**src/rtl/cla_pipe_adder.sv**
```systemverilog
// cla_pipe_adder: segmented, pipelined carry-lookahead adder/subtractor.
// One SEG-bit segment is summed per stage, LSB segment first, using bit
// lookahead inside 4-bit groups and group lookahead across the segment.
// Carries, not-yet-summed operand bits and finished sum bits travel down
// the pipe together, so the full result arrives aligned in the last stage.
// The whole pipe advances as one; it freezes only while a finished result
// is waiting for out_ready.
// Optional feature (macro CLA_PIPE_SAT_EN): on signed overflow s saturates
// to the largest/smallest representable value. Without the macro s wraps
// modulo 2^WIDTH and overflow is only flagged on ovf.

module cla_pipe_adder #(
    parameter int WIDTH = 32,
    parameter int SEG   = 8
) (
    input  logic             clk,
    input  logic             rst,
    input  logic             in_valid,
    output logic             in_ready,
    input  logic [WIDTH-1:0] a,
    input  logic [WIDTH-1:0] b,
    input  logic             sub,
    input  logic             c_in,
    output logic             out_valid,
    input  logic             out_ready,
    output logic [WIDTH-1:0] s,
    output logic             c_out,
    output logic             ovf
);
    localparam int NSEG = WIDTH / SEG;
    localparam int NGRP = SEG / 4;

    // Stage k (k < NSEG-1) keeps the a/b bits above its segment plus the
    // (k+1)*SEG sum bits finished so far; both are packed into flat vectors.
    localparam int OPT_RAW = 2 * (NSEG - 1) * WIDTH - SEG * (NSEG - 1) * NSEG;
    localparam int OPT     = (OPT_RAW > 0) ? OPT_RAW : 1;
    localparam int SMT_RAW = SEG * (NSEG - 1) * NSEG / 2;
    localparam int SMT     = (SMT_RAW > 0) ? SMT_RAW : 1;

    logic [OPT-1:0]   ops_q, ops_d;
    logic [SMT-1:0]   sums_q, sums_d;
    logic [NSEG-1:0]  v_q, v_d;
    logic [NSEG-1:0]  c_q, c_d;
    logic [WIDTH-1:0] s_q, s_d;
    logic             ovf_q, ovf_d;
    logic             adv;
    logic [WIDTH-1:0] b_in;
    logic             c0;

    // SEG-bit add: bit lookahead inside each 4-bit group, flat group
    // lookahead across the segment (no carry rippling group to group).
    function automatic logic [SEG:0] seg_add(input logic [SEG-1:0] x,
                                             input logic [SEG-1:0] y,
                                             input logic           cin);
        logic [SEG-1:0]  g, p, sm;
        logic [NGRP-1:0] gg, gp;
        logic [NGRP:0]   gc;
        logic [3:0]      g4, p4, cb;
        logic            term;
        g = x & y;
        p = x ^ y;
        for (int j = 0; j < NGRP; j++) begin
            g4 = g[4*j +: 4];
            p4 = p[4*j +: 4];
            gg[j] = g4[3] | (p4[3] & g4[2]) | (p4[3] & p4[2] & g4[1])
                  | (p4[3] & p4[2] & p4[1] & g4[0]);
            gp[j] = &p4;
        end
        gc[0] = cin;
        for (int j = 1; j <= NGRP; j++) begin
            term = cin;
            for (int m = 0; m < j; m++) term = term & gp[m];
            gc[j] = term;
            for (int i = 0; i < j; i++) begin
                term = gg[i];
                for (int m = i + 1; m < j; m++) term = term & gp[m];
                gc[j] = gc[j] | term;
            end
        end
        sm = '0;
        for (int j = 0; j < NGRP; j++) begin
            g4 = g[4*j +: 4];
            p4 = p[4*j +: 4];
            cb[0] = gc[j];
            cb[1] = g4[0] | (p4[0] & gc[j]);
            cb[2] = g4[1] | (p4[1] & g4[0]) | (p4[1] & p4[0] & gc[j]);
            cb[3] = g4[2] | (p4[2] & g4[1]) | (p4[2] & p4[1] & g4[0])
                  | (p4[2] & p4[1] & p4[0] & gc[j]);
            sm[4*j +: 4] = p4 ^ cb;
        end
        return {gc[NGRP], sm};
    endfunction

    // Subtraction is a + ~b + 1.
    assign b_in = sub ? ~b : b;
    assign c0   = sub | c_in;

    for (genvar k = 0; k < NSEG; k++) begin : g_stage
        localparam int PW  = WIDTH - k * SEG;
        localparam int OPI = 2 * (k - 1) * WIDTH - SEG * (k - 1) * k;
        localparam int OPO = 2 * k * WIDTH - SEG * k * (k + 1);
        localparam int SOI = SEG * (k - 1) * k / 2;
        localparam int SOO = SEG * k * (k + 1) / 2;
        logic [PW-1:0] pa, pb;
        logic          pc;
        logic [SEG:0]  r;

        if (k == 0) begin : g_src
            assign pa     = a;
            assign pb     = b_in;
            assign pc     = c0;
            assign v_d[k] = in_valid;
        end else begin : g_src
            assign pa     = ops_q[OPI +: PW];
            assign pb     = ops_q[OPI + PW +: PW];
            assign pc     = c_q[k-1];
            assign v_d[k] = v_q[k-1];
        end

        assign r      = seg_add(pa[SEG-1:0], pb[SEG-1:0], pc);
        assign c_d[k] = r[SEG];

        if (k < NSEG - 1) begin : g_mid
            assign ops_d[OPO +: PW - SEG]            = pa[PW-1:SEG];
            assign ops_d[OPO + PW - SEG +: PW - SEG] = pb[PW-1:SEG];
            if (k == 0) begin : g_sum
                assign sums_d[SOO +: SEG] = r[SEG-1:0];
            end else begin : g_sum
                assign sums_d[SOO +: (k + 1) * SEG] = {r[SEG-1:0], sums_q[SOI +: k * SEG]};
            end
        end else begin : g_last
            logic [WIDTH-1:0] raw;
            if (k == 0) begin : g_sum
                assign raw = r[SEG-1:0];
            end else begin : g_sum
                assign raw = {r[SEG-1:0], sums_q[SOI +: k * SEG]};
            end
            // pa/pb top bits are the operand signs (b already inverted for sub)
            assign ovf_d = (pa[SEG-1] == pb[SEG-1]) && (raw[WIDTH-1] != pa[SEG-1]);
`ifdef CLA_PIPE_SAT_EN
            assign s_d = !ovf_d     ? raw :
                         pa[SEG-1]  ? {1'b1, {(WIDTH-1){1'b0}}} :
                                      {1'b0, {(WIDTH-1){1'b1}}};
`else
            assign s_d = raw;
`endif
        end
    end

    if (NSEG == 1) begin : g_single
        assign ops_d  = '0;
        assign sums_d = '0;
    end

    // Pipe moves as one unit; a waiting result freezes every stage.
    assign adv = ~(v_q[NSEG-1] & ~out_ready);

    // Stage registers: synchronous reset empties the pipe and clears outputs.
    always_ff @(posedge clk) begin
        if (rst) begin
            v_q    <= '0;
            c_q    <= '0;
            ops_q  <= '0;
            sums_q <= '0;
            s_q    <= '0;
            ovf_q  <= 1'b0;
        end else if (adv) begin
            v_q    <= v_d;
            c_q    <= c_d;
            ops_q  <= ops_d;
            sums_q <= sums_d;
            s_q    <= s_d;
            ovf_q  <= ovf_d;
        end
    end

    assign in_ready  = adv;
    assign out_valid = v_q[NSEG-1];
    assign s         = s_q;
    assign c_out     = c_q[NSEG-1];
    assign ovf       = ovf_q;

endmodule

```
**config.mk**
```make
export PLATFORM = sky130hd
export DESIGN_NAME = cla_pipe_adder
export DESIGN_NICKNAME = d
export VERILOG_FILES = /design/src/rtl/cla_pipe_adder.sv
export SDC_FILE = /design/constraint.sdc
export NUM_CORES = 1
export LEC_CHECK = 0
export BUFFER_PORTS_ARGS = -buffer_cell sky130_fd_sc_hd__buf_2
export CAP_MARGIN = 20
export CORE_ASPECT_RATIO = 1.2
export CORE_MARGIN = 2
export CORE_UTILIZATION = 52
export DETAILED_ROUTE_END_ITERATION = 8
export PLACE_DENSITY = 0.76
export SLEW_MARGIN = 20
export SYNTH_ARGS = -nofsm -noshare
export SYNTH_HDL_FRONTEND = slang
export SYNTH_SLANG_ARGS = --single-unit
```
**constraint.sdc**
```tcl
create_clock -name clk -period 2.4 [get_ports clk]
set_input_delay 0.36 -clock clk [delete_from_list [all_inputs] [get_ports clk]]
set_output_delay 0.36 -clock clk [all_outputs]
set_load 0.05 [all_outputs]
```
# Yosys cells after proc, flatten, opt, wreduce, memory -nomap -nowiden

Index checks and enable logic that the tools add are counted.

Register bits: 185
Bits of input ports: 70
Output and inout port bits: 36
Logic and storage cells: 247

Equal/unequal tests: 2
Mux-type cells: 1
Bitwise logic cells: 229
Reduce and logical (&&, ||, !) cells: 9

Operators by type and width:

| cell                | number |
|---|---|
| 1-bit bitwise AND   | 125 |
| 1-bit OR            | 85 |
| 8-bit bitwise AND   | 4 |
| 32-bit 2-to-1 mux   | 1 |
| 32-bit NOT          | 1 |
| 4-bit AND reduction | 8 |
| 4-bit XOR           | 8 |
| 8-bit XOR           | 4 |
| 1-bit NOT           | 2 |
| 1-bit == test       | 1 |
| 1-bit logical AND   | 1 |
| 1-bit != test       | 1 |

# Depth between registers and ports, before layout

Depth after elaboration: 11
Depth in mapped cells: 12

# Worst setup path after synthesis

OpenSTA, ideal clock, no wires.

Path kind: input -> register
Start point: input sub
End point: register sums_q[4]
Setup time: 0.086 ns
Arrival time: 2.488 ns
Data required time: 2.314 ns
Path slack: -0.174 ns
Stages: 10
Path buffers: 2
Path through: buf_2 buf_2 xor2_1 ha_1 a21oi_1 a21boi_1 o21ai_0 nor2b_1 fa_1 a211oi_1

Word-level cells in the longest chain between the ends: 8
Elaborated cells on any way between the ends: 16
Classes of those cells: 1 x mux; 14 x bitwise; 1 x reduce/logical

Ends and longest elaborated chain:

| what                                                  | line   | RTL |
|---|---|---|
| start: declaration                                    | 22     | `input logic sub,` |
| 32-bit 2-to-1 mux                                     | 95     | `assign b_in = sub ? ~b : b;` |
| 8-bit XOR / 8-bit bitwise AND (equally long branches) | 61, 60 |  |
| 1-bit bitwise AND, on equally long branches           | 65, 66 |  |
| 1-bit OR, or another cell as far along                | 65     | `gg[j] = g4[3] \| (p4[3] & g4[2]) \| (p4[3] & p4[2] & g4[1])` |
| 1-bit OR / 1-bit bitwise AND (equally long branches)  | 65, 66 |  |
| 1-bit OR                                              | 66     | `\| (p4[3] & p4[2] & p4[1] & g4[0]);` |
| 1-bit OR                                              | 77     | `gc[j] = gc[j] \| term;` |
| 4-bit XOR (*)                                         | 89     | `sm[4*j +: 4] = p4 ^ cb;` |
| end signal: assignment                                | 171    | `sums_q <= sums_d;` |
| end: declaration                                      | 41     | `logic [SMT-1:0] sums_q, sums_d;` |

Mark *: on every way between the ends. The rest lies on a longest branch, timed or not.
A chain may end at the register's enable or synchronous reset.

# Final worst setup path

Start point: input sub
End point: register sums_q[6]

Word-level cells in the longest chain between the ends: 10
Elaborated cells on any way between the ends: 21
Classes of those cells: 1 x mux; 19 x bitwise; 1 x reduce/logical

Ends and longest elaborated chain:

| what                                                  | line   | RTL |
|---|---|---|
| 32-bit 2-to-1 mux                                     | 95     |  |
| 8-bit XOR / 8-bit bitwise AND (equally long branches) | 61, 60 |  |
| 1-bit bitwise AND, on equally long branches           | 65, 66 |  |
| 1-bit OR, or another cell as far along                | 65     |  |
| 1-bit OR / 1-bit bitwise AND (equally long branches)  | 65, 66 |  |
| 1-bit OR                                              | 66     |  |
| 1-bit OR                                              | 77     |  |
| 1-bit bitwise AND                                     | 86     | `cb[2] = g4[1] \| (p4[1] & g4[0]) \| (p4[1] & p4[0] & gc[j]);` |
| 1-bit OR                                              | 86     |  |
| 4-bit XOR (*)                                         | 89     |  |

Marks and branches as above.

==> summary by stage <==
Die
The initial standard-cell utilization of the core is a little over half. The region available for standard cell placement spans 14900 um^2. The floorplan step set the die width to about 120 um. From bottom edge to top edge, the die measures 139 um. The floorplan has 49 rows. The die area is between 15000 and 20000 um^2. The number of I/O pins is approximately 110.

Power
Summed over all cells, the static leakage comes to between 3 and 4 nW. The power density normalized to cell area is 756 nW/um^2. The design draws between 6 and 7 mW.

The maximum VDD drop is roughly 0.42 mV.

Synthesis
After Yosys synthesis, XOR and XNOR cells account for under 10% of the synthesized area. In the post-synthesis netlist, the biggest area contributors are dfxtp_1 (47%), nand2_1 (13%), a21oi_1 (9.5%). Averaged over all synthesized cells, the footprint is about 8.3 um^2. The prevailing post-synth register cell is dfxtp_1. The count of flip-flops with a built-in enable after synthesis is 0. The share of Yosys cell area claimed by the top area cell type is a little under half. After synthesis, the largest family of logic cells by area is simple AND/OR/NAND/NOR gates.

Summing the areas of all compound-gate instances in the mapped netlist gives between 15 and 20% of the synthesized area. The mapped netlist covers a little under 8000 um^2. The gate count of the mapped netlist is 952. Of the total synthesized cell area, the portion taken by full adders, half adders and majority gates is between 7 and 8%. Counting flops with an async set or reset pin after synthesis yields a share of 0%. The yosys synthesis warning count is 0. Of the total synthesized cell area, the portion taken by AND, OR, NAND and NOR gates is 20.1%.

In the post-synthesis netlist, the cell with the most instances is nand2_1. The number of register bits inferred by synthesis is around 190. The number of nets in the synthesized netlist is 1062. The share of the Yosys chip area taken by registers is 47.1%. Summed over all instances, the cell type with the most area after synthesis is dfxtp_1. The multiplexer area fraction after synthesis is 0%. The commonest cells after synthesis are nand2_1 (277), dfxtp_1 (185), a21oi_1 (149). The number of distinct library cells after synthesis is 44.

STA
Setup violations remaining at the end of the flow were counted as 0. Timing would allow up to around 0.49 GHz. The number of failing hold endpoints at the final stage is 0.

Between clock sinks in the finished design, the worst skew comes to 0.00875 ns. Hold is met by roughly 0.15 ns. The time the final worst path needs with I/O delays and setup is a little over 2 ns.

The relative max-transition margin is 53.6%. The final-report max-slew violation count is 0. Setup repair after global routing left no endpoint under its margin.

At the pin with the least slew margin, the transition time is 0.696 ns. Of the available clock period, the critical path in the final layout requires 84.6%.

Clocking
The buffer depth of the longest clock path is 2. The clock transition at the registers of the reported paths is roughly 0.070 ns. In this run, post-CTS hold repair placed 0 buffers. The clock latency reported for the late side of the worst-skew pair is ~0.44 ns.

The total clock buffers created by CTS is 17. Gates resized during post-CTS repair numbered 0. The setup fix buffers added after clock tree synthesis is 0. TritonCTS built the clock tree. The root buffer cell chosen for the clock tree is clkbuf_16. The H-tree was split into 4 levels. The number of sinks on the clock net is 185.

Detailed routing
The total number of vias is ~6300. The post-detailed-route count of antenna-violating nets is 0. After detailed routing, the number of remaining DRC violations is 0. The per-cell routed wire length is around 13 um.

For this run, the detailed router's first-pass iteration total came to 4. The ratio of routed vias to standard cells is ~5.1. The detailed-route wire length is 15.7 mm. For this block, the initial DRC count from the detailed router was 480.

Critical path
The worst setup path is of the input port to flip-flop kind. For this run, the slowest stage of the critical path takes 0.50 ns. In this design, the critical path's most frequently occurring cell is a21o_1. In this run the worst path has a maximum fanout of 8.

For the worst setup path, the data required time is 2.69 ns. STA classifies the critical path startpoint as an input port. Counting cells, the worst reg-to-reg path comes to 7. STA classifies the critical path endpoint as a flip-flop. Traced cell by cell, the critical path runs through buf_2 > buf_4 > xor2_1 > ha_1 > a21o_1 > a21o_1 > or4_1 > nand3_1 > a21oi_1. The slowest library cell on the worst path is or4_1.

The arrival time of data at the critical path endpoint is roughly 2.3 ns.

Finish
The number of antenna cells inserted is 0. The fraction of final layout cells with drive strength greater than 1 is 15.6%. The utilization after layout is between 60% and 70%.

After routing the design area is between 9000 and 10000 um^2. The number of inserted filler cells in the final layout is approximately 1400. The count of nets after finishing is between 1000 and 1500.

The area growth from synthesis to layout is 16.2%.

Global route
The pin count of the biggest net entering global routing is around 100. Global routing used 20.0% of the available tracks. The initial antenna violation count was 0. The via count of the first global-routing pass came to roughly 5800. The wire length of the first global-routing pass is 26.1 mm. The total congestion overflow is 0.

Hold path
The number of cells traversed by the worst hold path is 3. The path type of the worst min-delay path is input port to flip-flop.

Placed design
The estimated wirelength of the detail-placed design is a little over 10 mm. The count of buffers added on input and output ports is around 110. After detailed placement, the total cell area comes to ~8600 um^2.

The congestion estimate from routability-driven global placement came to 0.860.

Status
The run finished with clean final reports.

Run
Across the run, the number of max-cap violations was 0.
stage by stage:
step                std cells  TNS [ns]  setup WS, ns
floorplan                 952   -0.0715       -0.0472
global placement         1209   -0.0256       -0.0256
detailed placement       1209    -0.150       -0.0878
CTS                      1241         0         0.374
global route             1241         0         0.228
finish                   1241         0         0.371
placed cells by master (no fill, tap or decap), types with 3 or more instances in the layout:
cell type and n:
a211oi_1 33, a21o_1 15, a21oi_1 148, a21oi_2 3, buf_12 3, buf_2 104, buf_4 13, clkbuf_16 17
clkinv_4 5, dfxtp_1 185, fa_1 8, ha_1 32, inv_1 14, inv_6 5, inv_8 3, nand2_1 277
nand3_1 14, nand3b_1 10, nand4_1 4, nand4b_1 3, nor2_1 43, nor3_1 3, nor4_1 5, o21ai_0 9
or3_1 4, or4_1 5, xnor2_1 31, xor2_1 12
worst max-delay path, delay by kind of cell:
kind	cells	cell delay, ns
adders and majority gates	1	0.30
AOI/OAI and AO/OA	3	0.46
buffers and inverters	2	0.39
and+or+nand+nor	2	0.59
xor gates and xnor gates	1	0.21
layout make-up:
| class | count | area (um^2) | share of cell area (%) |
|---|---|---|---|
| Timing Repair Buffer | 121 | 689 | 7.55 |
| Clock buffer | 17 | 425 | 4.66 |
| Tap cell | 204 | 255 | 2.79 |
| Sequential cell | 185 | 3700 | 40.5 |
| Inverter | 15 | 61.3 | 0.671 |
| Multi-Input combinational cell | 684 | 3840 | 42.1 |
| Clock inverter | 15 | 158 | 1.73 |
final timing paths:
path	from	endpoint	slack (ns)
max	sub	sums_q[6]	0.37
max reg2reg	ops_q[50]	sums_q[45]	0.39
min reg2reg	s[12]	s[12]	0.45
min	a[24]	ops_q[16]	0.15
flip-flops by register name, indices dropped and copies added (netlist names):
name and flops:
sums_q 48, ovf 1, v_q 4, ops_q 96, s 32, c_q 4
power by group:
group / internal [mW] / switching, mW
logic: 0.337 / 0.449
registers: 3.28 / 0.108
clock network: 1.47 / 1.27
total: 5.08 / 1.82
per-layer routing:
metal,GRT usage [%],part of all wire (%),vias to the layer above
met3,4.59,3.6,23
met2,32.6,48,92
li1,-,-,3349
met4,7.14,1.8,0
met5,0,0,-
met1,25.7,47,2866
logic make-up (layout without fill, tap and decap cells):
kind of cell,Yosys count,in the layout
buffers and inverters,83,168
XOR/XNOR,43,43
AO/OA/AOI/OAI,224,224
adder cells (fa/ha/maj),40,40
flip-flops,185,185
AND/OR/NAND/NOR,377,377
No activity file was read; power rests on OpenSTA's default activity.
